--- config.mk ---
export PLATFORM = sky130hd
export DESIGN_NAME = mem_wb_pipe
export DESIGN_NICKNAME = d
export VERILOG_FILES = /design/src/rtl/mem_wb_pipe.sv
export SDC_FILE = /design/constraint.sdc
export NUM_CORES = 1
export LEC_CHECK = 0
export CAP_MARGIN = 20
export CORE_MARGIN = 1
export CORE_UTILIZATION = 30
export CTS_CLUSTER_SIZE = 10
export DETAILED_ROUTE_END_ITERATION = 8
export PLACE_DENSITY = 0.64
export SLEW_MARGIN = 20
export SYNTH_ARGS = -nofsm -noshare
export SYNTH_HDL_FRONTEND = slang
export SYNTH_SLANG_ARGS = --single-unit
--- constraint.sdc ---
create_clock -name clk -period 6.33 [get_ports clk]
set_clock_uncertainty 0.1 [all_clocks]
set_input_delay 1.266 -clock clk [delete_from_list [all_inputs] [get_ports clk]]
set_output_delay 1.266 -clock clk [all_outputs]
set_load 0.005 [all_outputs]
--- src/rtl/mem_wb_pipe.sv ---
// MEM->WB pipeline register: NPORTS register-write channels plus a HI/LO bundle, with
// hold/bubble/flush control, same-bundle write-collision resolution and saturating counters.
module mem_wb_pipe #(
  parameter int unsigned DATA_W  = 32,
  parameter int unsigned ADDR_W  = 5,
  parameter int unsigned NPORTS  = 2,
  parameter int unsigned STALL_W = 6,
  parameter int unsigned STAGE   = 4,
  parameter int unsigned CNT_W   = 16
) (
  input  logic                     clk,
  input  logic                     rst,
  input  logic [STALL_W-1:0]       stall,
  input  logic                     flush,
  input  logic                     clr_cnt,
  input  logic                     mem_valid,
  input  logic [NPORTS*ADDR_W-1:0] mem_wd,
  input  logic [NPORTS-1:0]        mem_wreg,
  input  logic [NPORTS*DATA_W-1:0] mem_wdata,
  input  logic                     mem_whilo,
  input  logic [DATA_W-1:0]        mem_hi,
  input  logic [DATA_W-1:0]        mem_lo,
  output logic                     wb_valid,
  output logic [NPORTS*ADDR_W-1:0] wb_wd,
  output logic [NPORTS-1:0]        wb_wreg,
  output logic [NPORTS*DATA_W-1:0] wb_wdata,
  output logic                     wb_whilo,
  output logic [DATA_W-1:0]        wb_hi,
  output logic [DATA_W-1:0]        wb_lo,
  output logic [CNT_W-1:0]         bubble_cnt,
  output logic [CNT_W-1:0]         hold_cnt,
  output logic [CNT_W-1:0]         retire_cnt
);

  typedef enum logic [1:0] {ModeAdvance, ModeHold, ModeBubble} mode_e;

  mode_e             mode;
  logic [NPORTS-1:0] wreg_qual;
  logic [NPORTS-1:0] wreg_res;
  logic              whilo_qual;

  always_comb begin
    mode = ModeAdvance;
    if (flush) begin
      mode = ModeBubble;
    end else if (stall[STAGE]) begin
      mode = stall[STAGE+1] ? ModeHold : ModeBubble;
    end
  end

  // Writes to r0 are dropped; on an address collision the younger (higher-index) port wins.
  always_comb begin
    wreg_qual = '0;
    for (int unsigned p = 0; p < NPORTS; p++) begin
      wreg_qual[p] = mem_valid & mem_wreg[p] & (mem_wd[p*ADDR_W +: ADDR_W] != '0);
    end
    wreg_res = wreg_qual;
    for (int unsigned i = 0; i < NPORTS; i++) begin
      for (int unsigned j = i + 1; j < NPORTS; j++) begin
        if (wreg_qual[i] && wreg_qual[j] &&
            (mem_wd[i*ADDR_W +: ADDR_W] == mem_wd[j*ADDR_W +: ADDR_W])) begin
          wreg_res[i] = 1'b0;
        end
      end
    end
    whilo_qual = mem_valid & mem_whilo;
  end

  always_ff @(posedge clk or posedge rst) begin
    if (rst) begin
      wb_valid <= 1'b0;
      wb_wd    <= '0;
      wb_wreg  <= '0;
      wb_wdata <= '0;
      wb_whilo <= 1'b0;
      wb_hi    <= '0;
      wb_lo    <= '0;
    end else begin
      unique case (mode)
        ModeBubble: begin
          wb_valid <= 1'b0;
          wb_wd    <= '0;
          wb_wreg  <= '0;
          wb_wdata <= '0;
          wb_whilo <= 1'b0;
          wb_hi    <= '0;
          wb_lo    <= '0;
        end
        ModeAdvance: begin
          wb_valid <= mem_valid;
          wb_wd    <= mem_wd;
          wb_wreg  <= wreg_res;
          wb_wdata <= mem_wdata;
          wb_whilo <= whilo_qual;
          wb_hi    <= mem_hi;
          wb_lo    <= mem_lo;
        end
        default: ;
      endcase
    end
  end

  always_ff @(posedge clk or posedge rst) begin
    if (rst) begin
      bubble_cnt <= '0;
      hold_cnt   <= '0;
      retire_cnt <= '0;
    end else if (clr_cnt) begin
      bubble_cnt <= '0;
      hold_cnt   <= '0;
      retire_cnt <= '0;
    end else begin
      if (mode == ModeBubble && bubble_cnt != '1) bubble_cnt <= bubble_cnt + 1'b1;
      if (mode == ModeHold && hold_cnt != '1) hold_cnt <= hold_cnt + 1'b1;
      if (mode == ModeAdvance && mem_valid && retire_cnt != '1) retire_cnt <= retire_cnt + 1'b1;
    end
  end

endmodule

==> metrics.txt, run 1 <==
clk_lat worst skew around 430 ps; max-cap viol count 0; register area 4755 um^2; switching share of power 0.2633; number of global-route vias before repair 6,551; first-pass GRT wire length 38,150 um; commonest non-fill, non-tap cell in the layout clkdlybuf4s50_1; status complete, no violations; post-CTS setup buffers 0; # DRC 0; # setup viols final 0; Pint 1.987 mW; Clk pwr share 0.406; CTS root buf clkbuf_16; Routed Antenna Nets 0; floorplan row count 58; Max Freq 0.2580 GHz; TritonCTS clock tree built; Die X approximately 160 um; Tmin final just under 4000 ps; Post-Route WL 24,630 um; Crit Path Class input port to flop; RSZ-0062 raised after global routing false; I/O pin total roughly 340; H-tree levels 4; Max FO, Critical Path 87; DRT iter0 DRCs 444; post-DR wirelength/cell 19.18 um; ys async rst share 1.000; WP data arrival 4140 ps; simple-gate share of the synthesized area 0.1063; # clock sinks 190; gr usage total 0.1860; initial core utilization 0.3072; static leakage 5.075 nW; cells after synthesis 623; Crit. End Element flop; YS warnings 0; mean area per synthesized cell 12.49 um^2; largest net degree at the start of global routing 140; library cells used by synthesis 55; Clock Path Buffers 2; WP data required ~6600 ps; Placer Congestion 0.8026; Final Max Slew Viols 0; xor/xnor share of the synthesized area 0.005629; Synth Area in Adders 0.004825; footprint of the multi-input gates approximately 2800 um^2; Final nets 1,096; dpl hpwl about 17,000 um; post-synthesis mux area share 0.01689; worst hold path type flop to flop; pwr/cell area 223.5 nW/um^2; Reg clk slew, reported paths about 80 ps; worst vdd ir 0.1475 mV; Post-Syn Area 7780 um^2; total net switching power 0.7100 mW; sequential fraction of the synthesis area 0.6111; post-synthesis register bit count 190; Overflow after GRT 0; routed vias/inst 5.144; Synth Area in Compound Gates 0.2285; syn_nets 778; layout cells sized above 1 0.06184; commonest non-fill, non-tap cells in the layout clkdlybuf4s50_1, dfrtp_1, a22o_1, a21oi_1, nand2_1; Die ar. 26,580 um^2; post-cts sizing count 0; vias 6,605; dominant synthesized flop cell dfrtp_1; # hold bufs at CTS 0; # placed instances 1,252; ant diodes 0; Reg power frac 0.476; Fin Setup TNS 0 ps; router iterations before antenna repair 4; Post-synth EDFFs 0; critical path startpoint category input port; IO buf count 337; main combinational cell family by area after synthesis compound AO/OA/AOI/OAI gates; crit share post-route 0.6122; Power Total 2.697 mW; Hold Vio Cnt, Final 0; area grow syn2layout 55.08%; core area 25,330 um^2; Fillers 2,327; CTS buffer count 17; worst slew pin tran 954.8 ps; antenna violations before repair 0; Non-Filler Instances between 1,000 and 1,500; Die Span Y 163.0 um; combinational fraction of design power 0.117; slew margin rel. 0.3635
-- path summary, 6_finish.rpt --
check / endpoint / start / slack (ps) / depth (start not counted)
setup / recovery: wb_wdata[52] / flush / 2450 / 4
hold / removal: wb_lo[18] / wb_lo[18] / 410 / 1
setup reg to reg: retire_cnt[10] / retire_cnt[0] / 4250 / 5
hold reg to reg: wb_lo[18] / wb_lo[18] / 410 / 1
max in group asynchronous: retire_cnt[15] / rst / 3640 / 3
min in group asynchronous: wb_lo[31] / rst / 1210 / 2
-- flip-flops by register name, indices dropped and copies added (netlist names), 2 cells and up --
name,count
bubble_cnt,16
hold_cnt,16
retire_cnt,16
wb_hi,32
wb_lo,32
wb_wd,10
wb_wdata,64
wb_wreg,2
-- cell usage after synthesis (all sizes together), types with 4 or more instances --
cell,count,share of area
nor2b,10,0.0080
clkbuf,32,0.015
nor3,8,0.0051
nand3,16,0.010
nand4,12,0.012
o311ai,5,0.0056
nand2,23,0.011
nor4,8,0.0072
or4,14,0.014
a21oi,26,0.017
o41ai,5,0.0056
and4,4,0.0045
and2,6,0.0048
mux2,9,0.013
inv,7,0.0034
dfrtp,190,0.61
a22o,141,0.16
buf,11,0.0068
o31ai,12,0.012
nor2,18,0.0087
o21ai,12,0.0077
or3,10,0.0082
-- worst max-delay path: stages --
cell and delay [ps]:
clkdlybuf4s50_1 660, and3b_4 980, buf_4 850, a22o_1 270
-- per-stage QoR --
stage | utilization | area (um^2) | worst slack, ps | hold WS [ps]
6_report | 0.4764 | 12070 | 2455 | 405.3
5_1_grt | 0.4764 | 12070 | 2349 | 422.5
4_1_cts | 0.4764 | 12070 | 2500 | 411.8
3_5_place_dp | 0.4529 | 11470 | 2038 | 389.8
3_3_place_gp | 0.4529 | 11470 | 2061 | 387.5
2_1_floorplan | - | 7784 | 2516 | 370.3
-- power by group through the flow --
stage	Clock (mW)	Sequential [mW]	Combinational, mW
floorplan	0	1.31	0.0938
global placement	0	1.31	0.320
detailed placement	0	1.31	0.323
CTS	1.12	1.28	0.323
global route	1.17	1.29	0.341
finish	1.10	1.28	0.317
-- logic make-up after synthesis --
| kind of cell | Yosys count |
|---|---|
| buffers and inverters | 51 |
| xor gates and xnor gates | 5 |
| DFF | 190 |
| and+or+nand+nor | 140 |
| AOI/OAI and AO/OA | 222 |
| muxes | 12 |
| adders and majority gates | 3 |
-- layer usage --
metal  wire length (um)  GRT usage  vias up
li1                   -          -     3066
met1              10320     0.2330     3292
met2              11960     0.3039      223
met3               1846    0.05764       24
met4                502    0.06160        0
met5                  0          0        -
-- cell type report --
class                   count  area share
repair buffers            343      0.2854
clock buffers              18     0.03557
clock inverters            14     0.01379
flip-flops and latches    190      0.3941
inverters                   7    0.002489
multi-input cells         382      0.2345
well taps                 330     0.03422
No activity file was read; power rests on OpenSTA's default activity.
==> run 2, diff against run 1 <==
clock period = 3.29 ns   (was 6.33 ns; I/O delays follow)
==> metrics.txt, run 2 (same netlist as run 1, synthesis figures left out) <==
Non-Filler Instances 1,290 (was 1,284); largest net degree at the start of global routing 116 (was 140); commonest non-fill, non-tap cells in the layout clkdlybuf4s50_1, dfrtp_1, a22o_1, a21oi_1, nand2_1 (unchanged); slew margin rel. 0.5237 (was 0.3635); met1 WL 10,260 um (was 10,320 um); Post-Route WL 24,950 um (was 24,630 um); reg2reg setup slack 1190 ps (was 4250 ps); post-cts sizing count 0 (unchanged); number of global-route vias before repair 6,641 (was 6,551); Clock Path Buffers 2 (unchanged); DRT iter0 DRCs 518 (was 444); TritonCTS clock tree built (unchanged); IO buf count 337 (unchanged); # clock sinks 190 (unchanged); Top Registers wb_wdata (64), wb_hi (32), wb_lo (32) (unchanged); DP Worst Slack 320.3 ps (was 2038 ps); crit share post-route 0.7667; Hold WS 364.3 ps (was 405.3 ps); CTS buffer count 17 (unchanged); layout cells sized above 1 0.06778 (was 0.06184); Crit Path Class input port to flop (unchanged); area grow syn2layout 56.03% (was 55.08%); floorplan row count 58 (unchanged); reg-to-reg endpoint retire_cnt[10] (unchanged); clk_lat worst skew 430 ps (about the same); worst slew pin tran 707.9 ps (was 954.8 ps); WP data required 3550 ps (was 6590 ps); post-CTS setup buffers 0 (unchanged); r2r startpoint retire_cnt[0] (unchanged); Max FO, Critical Path 9 (was 87); RSZ-0062 raised after global routing false (unchanged); core area 25,330 um^2 (unchanged); Die ar. 26,580 um^2 (unchanged); Crit. End Element flop (unchanged); Die Span Y 163.0 um (unchanged); router iterations before antenna repair 4 (unchanged); Max Freq 0.3965 GHz; CP startpoint flush (unchanged); static leakage 5.119 nW (was 5.075 nW); worst vdd ir 0.2686 mV (was 0.1475 mV); WP data arrival 2780 ps (was 4140 ps); Final WS setup 767.7 ps (was 2455 ps); Tmin final 2522 ps; Hold Vio Cnt, Final 0 (unchanged); reg2reg path depth 5 (unchanged); Largest Register wb_wdata (unchanged); top sig layer met4 (unchanged); first-pass GRT wire length 38,120 um (was 38,150 um); post-DR wirelength/cell 19.34 um (was 19.18 um); commonest non-fill, non-tap cell in the layout clkdlybuf4s50_1 (unchanged); Placer Congestion 0.8024 (was 0.8026); H-tree levels 4 (unchanged); Overflow after GRT 0 (unchanged); Routed Antenna Nets 0 (unchanged); Die X 163.0 um (unchanged); Final Max Slew Viols 0 (unchanged); critical path startpoint category input port (unchanged); Final nets 1,102 (was 1,096); CTS root buf clkbuf_16 (unchanged); metal2 WL 12,670 um (was 11,960 um); max reg flops 64 (unchanged); initial core utilization 0.3072 (unchanged); # placed instances 1,258 (was 1,252); # setup viols final 0 (unchanged); antenna violations before repair 1 (was 0); worst hold path type input port to async pin (was flop to flop); max-cap viol count 0 (unchanged); Final Core Density 0.4793 (was 0.4764); gr usage total 0.1864 (was 0.1860); dpl hpwl 17,530 um (was 17,050 um); Reg clk slew, reported paths 80 ps (about the same); I/O pin total 342 (unchanged); length of routed met3 wiring 1804 um (was 1846 um); crit path capture retire_cnt[9] (was wb_wdata[52]); # hold bufs at CTS 0 (unchanged); pwr/cell area 430.1 nW/um^2 (was 223.5 nW/um^2); Fin Setup TNS 0 ps (unchanged); routed vias/inst 5.147 (was 5.144); vias 6,639 (was 6,605); # DRC 0 (unchanged); status complete, no violations (unchanged)
[run 2: through the flow]
step           power (mW)  cell area (um^2)
2_1_floorplan       2.701              7784
3_5_place_dp        3.146             11540
4_1_cts             5.292             12140
6_report            5.222             12140
3_3_place_gp        3.138             11540
5_1_grt             5.438             12140
[run 2: how the worst min path moves through the flow]
stage / end / cells past startpoint
after floorplan: wb_valid / 2
after detailed placement: wb_valid / 2
final: wb_wdata[33] / 2
after global placement: wb_valid / 2
after CTS: wb_wdata[33] / 2
after global routing: wb_wdata[33] / 2
[run 2: layout make-up]
class | count | area [um^2]
Antenna cell | 1 | 2.502
Clock buffer | 17 | 425.4
Clock inverter | 14 | 171.4
Fill cell | 2351 | 13190
Inverter | 7 | 30.03
Multi-Input combinational cell | 382 | 2829
Sequential cell | 190 | 4755
Tap cell | 330 | 412.9
Timing Repair Buffer | 349 | 3513
[run 2: power by group]
| group | internal, mW | switching, mW | leakage, nW | total, mW |
|---|---|---|---|---|
| clock network | 1.09 | 1.04 | 0.294 | 2.13 |
| logic | 0.379 | 0.239 | 2.26 | 0.619 |
| registers | 2.42 | 0.0539 | 2.57 | 2.47 |
| total | 3.89 | 1.33 | 5.12 | 5.22 |
[run 2: per-layer routing]
metal,GRT usage,vias to the layer above
met1,0.2266,3338
li1,-,3068
met3,0.05967,16
met4,0.04503,0
met2,0.3188,217
met5,0,-
[run 2: critical path, stage by stage]
cell             delay (ps)
clkdlybuf4s50_1         640
nor3b_4                 420
nand4_1                 250
or4_2                   650
a21oi_1                 150
